File: config.mk
export PLATFORM = sky130hd
export DESIGN_NAME = servant_wb_arbiter
export DESIGN_NICKNAME = d
export VERILOG_FILES = /design/src/rtl/servant_wb_arbiter.sv
export SDC_FILE = /design/constraint.sdc
export NUM_CORES = 1
export LEC_CHECK = 0
export CAP_MARGIN = 30
export CELL_PAD_IN_SITES_DETAIL_PLACEMENT = 1
export CELL_PAD_IN_SITES_GLOBAL_PLACEMENT = 2
export CORE_ASPECT_RATIO = 2
export CORE_MARGIN = 2
export CORE_UTILIZATION = 10
export CTS_CLUSTER_DIAMETER = 150
export DETAILED_ROUTE_END_ITERATION = 8
export HOLD_SLACK_MARGIN = 0.1
export PLACE_DENSITY_LB_ADDON = 0.1
export SYNTH_ARGS = -nofsm -noshare
export SYNTH_HDL_FRONTEND = slang
export SYNTH_SLANG_ARGS = --single-unit
File: constraint.sdc
create_clock -name i_clk -period 2.1 [get_ports i_clk]
set_clock_uncertainty 0.15 [all_clocks]
set_input_delay 0.42 -clock i_clk [delete_from_list [all_inputs] [get_ports i_clk]]
set_output_delay 0.42 -clock i_clk [all_outputs]
set_load 0.01 [all_outputs]
File: src/rtl/servant_wb_arbiter.sv
`default_nettype none
// ============================================================================
// Module   : servant_wb_arbiter
// Brief    : Round-robin Wishbone arbiter between an instruction-fetch master
//            and a data master, with a slave-ack watchdog.
// Revision : 1.0 - initial release
// ============================================================================
module servant_wb_arbiter #(
    parameter int TIMEOUT = 255
) (
    input  logic        i_clk,
    input  logic        i_rst_n,
    input  logic [31:0] i_wb_ibus_adr,
    input  logic        i_wb_ibus_cyc,
    output logic        o_wb_ibus_ack,
    input  logic [31:0] i_wb_dbus_adr,
    input  logic [31:0] i_wb_dbus_dat,
    input  logic [3:0]  i_wb_dbus_sel,
    input  logic        i_wb_dbus_we,
    input  logic        i_wb_dbus_cyc,
    output logic        o_wb_dbus_ack,
    output logic [31:0] o_wb_rdt,
    output logic [31:0] o_wb_cpu_adr,
    output logic [31:0] o_wb_cpu_dat,
    output logic [3:0]  o_wb_cpu_sel,
    output logic        o_wb_cpu_we,
    output logic        o_wb_cpu_cyc,
    input  logic [31:0] i_wb_cpu_rdt,
    input  logic        i_wb_cpu_ack,
    output logic        o_timeout_err
);

    localparam int              c_CW    = (TIMEOUT > 0) ? $clog2(TIMEOUT + 1) : 1;
    localparam logic [c_CW-1:0] c_LIMIT = c_CW'(TIMEOUT);
    localparam logic [c_CW-1:0] c_ONE   = c_CW'(1);

    localparam logic [1:0] c_IDLE  = 2'd0;
    localparam logic [1:0] c_GNT_I = 2'd1;
    localparam logic [1:0] c_GNT_D = 2'd2;

    logic [1:0]      r_state;
    logic [1:0]      w_state_nxt;
    logic            r_last_d;
    logic [c_CW-1:0] r_cnt;

    logic w_gnt_i;
    logic w_gnt_d;
    logic w_req;
    logic w_fwd_ack;
    logic w_expire;

    assign w_gnt_i   = (r_state == c_GNT_I);
    assign w_gnt_d   = (r_state == c_GNT_D);
    assign w_req     = (w_gnt_i & i_wb_ibus_cyc) | (w_gnt_d & i_wb_dbus_cyc);
    assign w_fwd_ack = w_req & i_wb_cpu_ack;
    // A real slave ack in the expiry cycle takes precedence over the watchdog.
    assign w_expire  = (TIMEOUT != 0) && w_req && !i_wb_cpu_ack && (r_cnt == c_LIMIT);

    assign o_wb_cpu_cyc  = w_req & ~w_expire;
    assign o_wb_ibus_ack = w_gnt_i & (w_fwd_ack | w_expire);
    assign o_wb_dbus_ack = w_gnt_d & (w_fwd_ack | w_expire);
    assign o_timeout_err = w_expire;
    assign o_wb_rdt      = w_expire ? 32'h0 : i_wb_cpu_rdt;

    assign o_wb_cpu_adr  = w_gnt_i ? i_wb_ibus_adr : i_wb_dbus_adr;
    assign o_wb_cpu_dat  = w_gnt_i ? 32'h0 : i_wb_dbus_dat;
    assign o_wb_cpu_sel  = w_gnt_i ? 4'hF : i_wb_dbus_sel;
    assign o_wb_cpu_we   = ~w_gnt_i & i_wb_dbus_we;

    always_comb begin
        w_state_nxt = r_state;
        case (r_state)
            c_IDLE: begin
                if (i_wb_ibus_cyc && i_wb_dbus_cyc)
                    w_state_nxt = r_last_d ? c_GNT_I : c_GNT_D;
                else if (i_wb_ibus_cyc)
                    w_state_nxt = c_GNT_I;
                else if (i_wb_dbus_cyc)
                    w_state_nxt = c_GNT_D;
            end
            default: begin
                // Any completion, abandonment or watchdog expiry ends the grant.
                if (!w_req || w_fwd_ack || w_expire)
                    w_state_nxt = c_IDLE;
            end
        endcase
    end

    always_ff @(posedge i_clk or negedge i_rst_n) begin
        if (!i_rst_n) begin
            r_state  <= c_IDLE;
            r_last_d <= 1'b0;
            r_cnt    <= '0;
        end else begin
            r_state <= w_state_nxt;
            if (r_state == c_IDLE && w_state_nxt != c_IDLE)
                r_last_d <= (w_state_nxt == c_GNT_D);
            if (r_state == c_IDLE)
                r_cnt <= '0;
            else if (!i_wb_cpu_ack && r_cnt != c_LIMIT)
                r_cnt <= r_cnt + c_ONE;
        end
    end

endmodule
`default_nettype wire
==> results.json <==
{
  "worst_slack_ps": -247,
  "gp_congestion": 0.757,
  "nNetsFinal": 618,
  "fp.coreArea_sq_um": 15200,
  "relSlewSlack": 0.600,
  "syn-cell-area_sq_um": 1550,
  "fin_crit_sh": 1.12,
  "whs_path_depth": 1,
  "avgSynthCellArea_sq_um": 8.57,
  "dieArea_sq_um": 16600,
  "seq_area_frac_synth": 0.177,
  "ys.flop_type": "dfrtp_1",
  "hold_viol_final": 0,
  "internal-power_mw": 1.96,
  "swShare": 0.325,
  "fp.dieH_um": 180,
  "maxSlewViolCount": 0,
  "r2r_slack_ps": 330,
  "violations": "negative setup slack",
  "status": "finished with violations",
  "cts_tree": "built",
  "critPathLaunchType": "flip-flop",
  "io_buffers": 242,
  "synth_edf_count": 0,
  "timing.rr.start": "r_cnt[1]",
  "cts_made_buffers": 3,
  "synthArstFlopShare": 1.00,
  "cp.arrival_ps": 1780,
  "grt_antenna_before_repair": 2,
  "peakVddDrop_mv": 0.633,
  "cts_buffer_depth": 2,
  "hold_class": "reg -> reg",
  "crit_fanout": 8,
  "initial_core_util": 0.102,
  "rsz0062_at_grt": "yes",
  "rr_worst_depth": 7,
  "cts-root-buf": "clkbuf_16",
  "endpoint_kind": "output port",
  "routed_via_density": 3.87,
  "path_clk_slew_ps": 50,
  "clock_latency_ps": 240,
  "overflow": 0,
  "seqPwrFrac": 0.097,
  "synth_cell_types": 32,
  "min-delay-start": "r_last_d",
  "drcViolationCount": 0,
  "grt_use_total": 0.158,
  "hold_path_end": "r_last_d",
  "critPathRequiredTime_ps": 1530,
  "avgRoutedWirePerCell_um": 20.1,
  "vias": 2618,
  "p_comb_frac": 0.777,
  "drive_above_1_share": 0.527,
  "firstDrtPassIters": 4,
  "synth_largest_area_cell": "mux2_2",
  "synth_nets": 320,
  "syn_to_final_growth_pct": 239,
  "ant_nets": 0,
  "fin_util": 0.345,
  "reg2reg_to": "r_cnt[6]",
  "finalSetupViolCount": 93,
  "ys_ff_latch": 11,
  "whs_ps": 378,
  "worst-setup-path-type": "reg -> out",
  "routed_wirelength_um": 13600,
  "max_cap_violations": 0,
  "grt_pass1_vias": 2799,
  "critPathLaunch": "r_cnt[1]",
  "dieWidth_um": 92.1,
  "synth_top_area_share": 0.232,
  "yosysWarnings": 0,
  "cts_hold_buf": 0,
  "num_io_pins": 243,
  "rows": 64,
  "tightest_slew_ps": 598,
  "clkPwrFrac": 0.126,
  "syn-instance-count": 181,
  "grt_pass1_wl_um": 19700,
  "synth_area_leaders": "mux2_2, dfrtp_1, and2_1, nor2b_1, nand2b_1",
  "p_sw_mw": 0.942,
  "htree_levels": 1,
  "powerDensity_nw_per_um2": 552,
  "grt_max_degree": 12,
  "finalCriticalPeriod_ps": 2350,
  "max_freq_mhz": 426,
  "dp_hpwl_um": 10900,
  "fillerInstances": 1715,
  "leakage_nw": 2.43,
  "drt_first_iter_violations": 36,
  "cts.sinks": 11,
  "pre_cts_slack_ps": -746
}
## synth_stat cells (2+ instances only)
master	count
a211oi_1	2
nand3b_1	3
a31oi_1	5
clkbuf_1	4
o21ai_0	3
and4b_1	2
nor2b_1	34
buf_2	6
a21oi_1	4
mux2i_1	3
and2_1	35
nand2_1	7
nor3_1	3
nor4b_1	2
buf_6	3
nand2b_1	8
dfrtp_1	11
mux2_2	32
## layout make-up
class / count / area, sq um / share of cell area
timing repair buffer: 306 / 3160 / 0.601
multi-input combinational: 156 / 1480 / 0.282
sequential: 11 / 278 / 0.0529
tap: 198 / 248 / 0.0471
clock buffer: 4 / 78.8 / 0.0150
inverter: 1 / 3.75 / 0.000714
antenna: 1 / 2.50 / 0.000476
## registers in the layout, summed over array words and instances (netlist names)
register,cells
r_cnt,8
r_last_d,1
r_state,2
## power groups by stage
stage,clock network (mW),registers (mW),logic (mW)
final,0.366,0.281,2.25
after global routing,0.380,0.287,2.38
after CTS,0.372,0.282,2.14
after detailed placement,0,0.278,1.58
after global placement,0,0.277,1.58
after floorplan,0,0.275,0.576
## layer usage
layer | global-route usage | wire (um) | up-vias | part of all wire
met5 | 0 | 13 | - | 0.00096
met4 | 0.0281 | 237 | 2 | 0.017
met3 | 0.0690 | 1590 | 12 | 0.12
met2 | 0.317 | 7580 | 158 | 0.56
met1 | 0.142 | 4160 | 1226 | 0.31
li1 | - | - | 1220 | -
## critical path: stages (launching register included)
cell,delay (ps)
dfrtp_1,380
ha_4,170
nand4b_1,170
a211oi_4,210
buf_6,170
buf_12,120
buf_16,110
nor2b_1,50
buf_2,130
## per-stage QoR
stage / TNS (ps) / cell area (sq um) / cells / power (mW)
6_report: -11290 / 5260 / 677 / 2.90
5_1_grt: -17750 / 5260 / 677 / 3.05
4_1_cts: -13760 / 5030 / 672 / 2.80
3_5_place_dp: -39580 / 4420 / 639 / 1.86
3_3_place_gp: -38190 / 4420 / 639 / 1.85
2_1_floorplan: 0 / 1550 / 181 / 0.851
## layout by cell type (no fill, tap or decap), types with 2 or more instances in the layout
| cell type | instances |
|---|---|
| nor3_1 | 2 |
| buf_4 | 27 |
| buf_6 | 81 |
| nand3b_1 | 3 |
| dfrtp_2 | 2 |
| buf_2 | 37 |
| clkbuf_16 | 3 |
| nor2b_1 | 28 |
| nor2b_2 | 3 |
| and4b_1 | 2 |
| mux2i_1 | 3 |
| mux2_4 | 32 |
| o21ai_0 | 3 |
| buf_12 | 11 |
| a211oi_1 | 2 |
| nand2_1 | 7 |
| buf_8 | 5 |
| dlygate4sd2_1 | 3 |
| nand2b_4 | 5 |
| nor2b_4 | 3 |
| buf_16 | 7 |
| clkdlybuf4s50_1 | 134 |
| and2_1 | 8 |
| a21oi_1 | 4 |
| a31oi_1 | 5 |
| nand2b_1 | 3 |
| dfrtp_1 | 9 |
| and2_4 | 27 |
## logic make-up (layout without fill, tap and decap cells)
kind of cell | Yosys count | in the layout | synth area share
and+or+nand+nor | 101 | 101 | 0.407
muxes | 35 | 35 | 0.252
AOI/OAI and AO/OA | 19 | 19 | 0.102
buffers and inverters | 14 | 311 | 0.0532
DFF | 11 | 11 | 0.177
adders and majority gates | 1 | 1 | 0.00806
other | 0 | 1 | 0
## timing repair
item,in CTS,in global routing
resized for setup,570,57
pin swaps,15,15
cloned,8,0
setup endpoints to repair,105,99
buffers inserted,21,8
## how the worst max path moves through the flow
stage	end	slack (ps)
5_1_grt	o_wb_rdt[5]	-350
2_1_floorplan	o_wb_rdt[22]	90
6_report	o_wb_rdt[15]	-250
3_5_place_dp	o_wb_rdt[30]	-750
4_1_cts	o_wb_rdt[15]	-260
3_3_place_gp	o_wb_rdt[30]	-720
(Power assumes the default switching activity.)
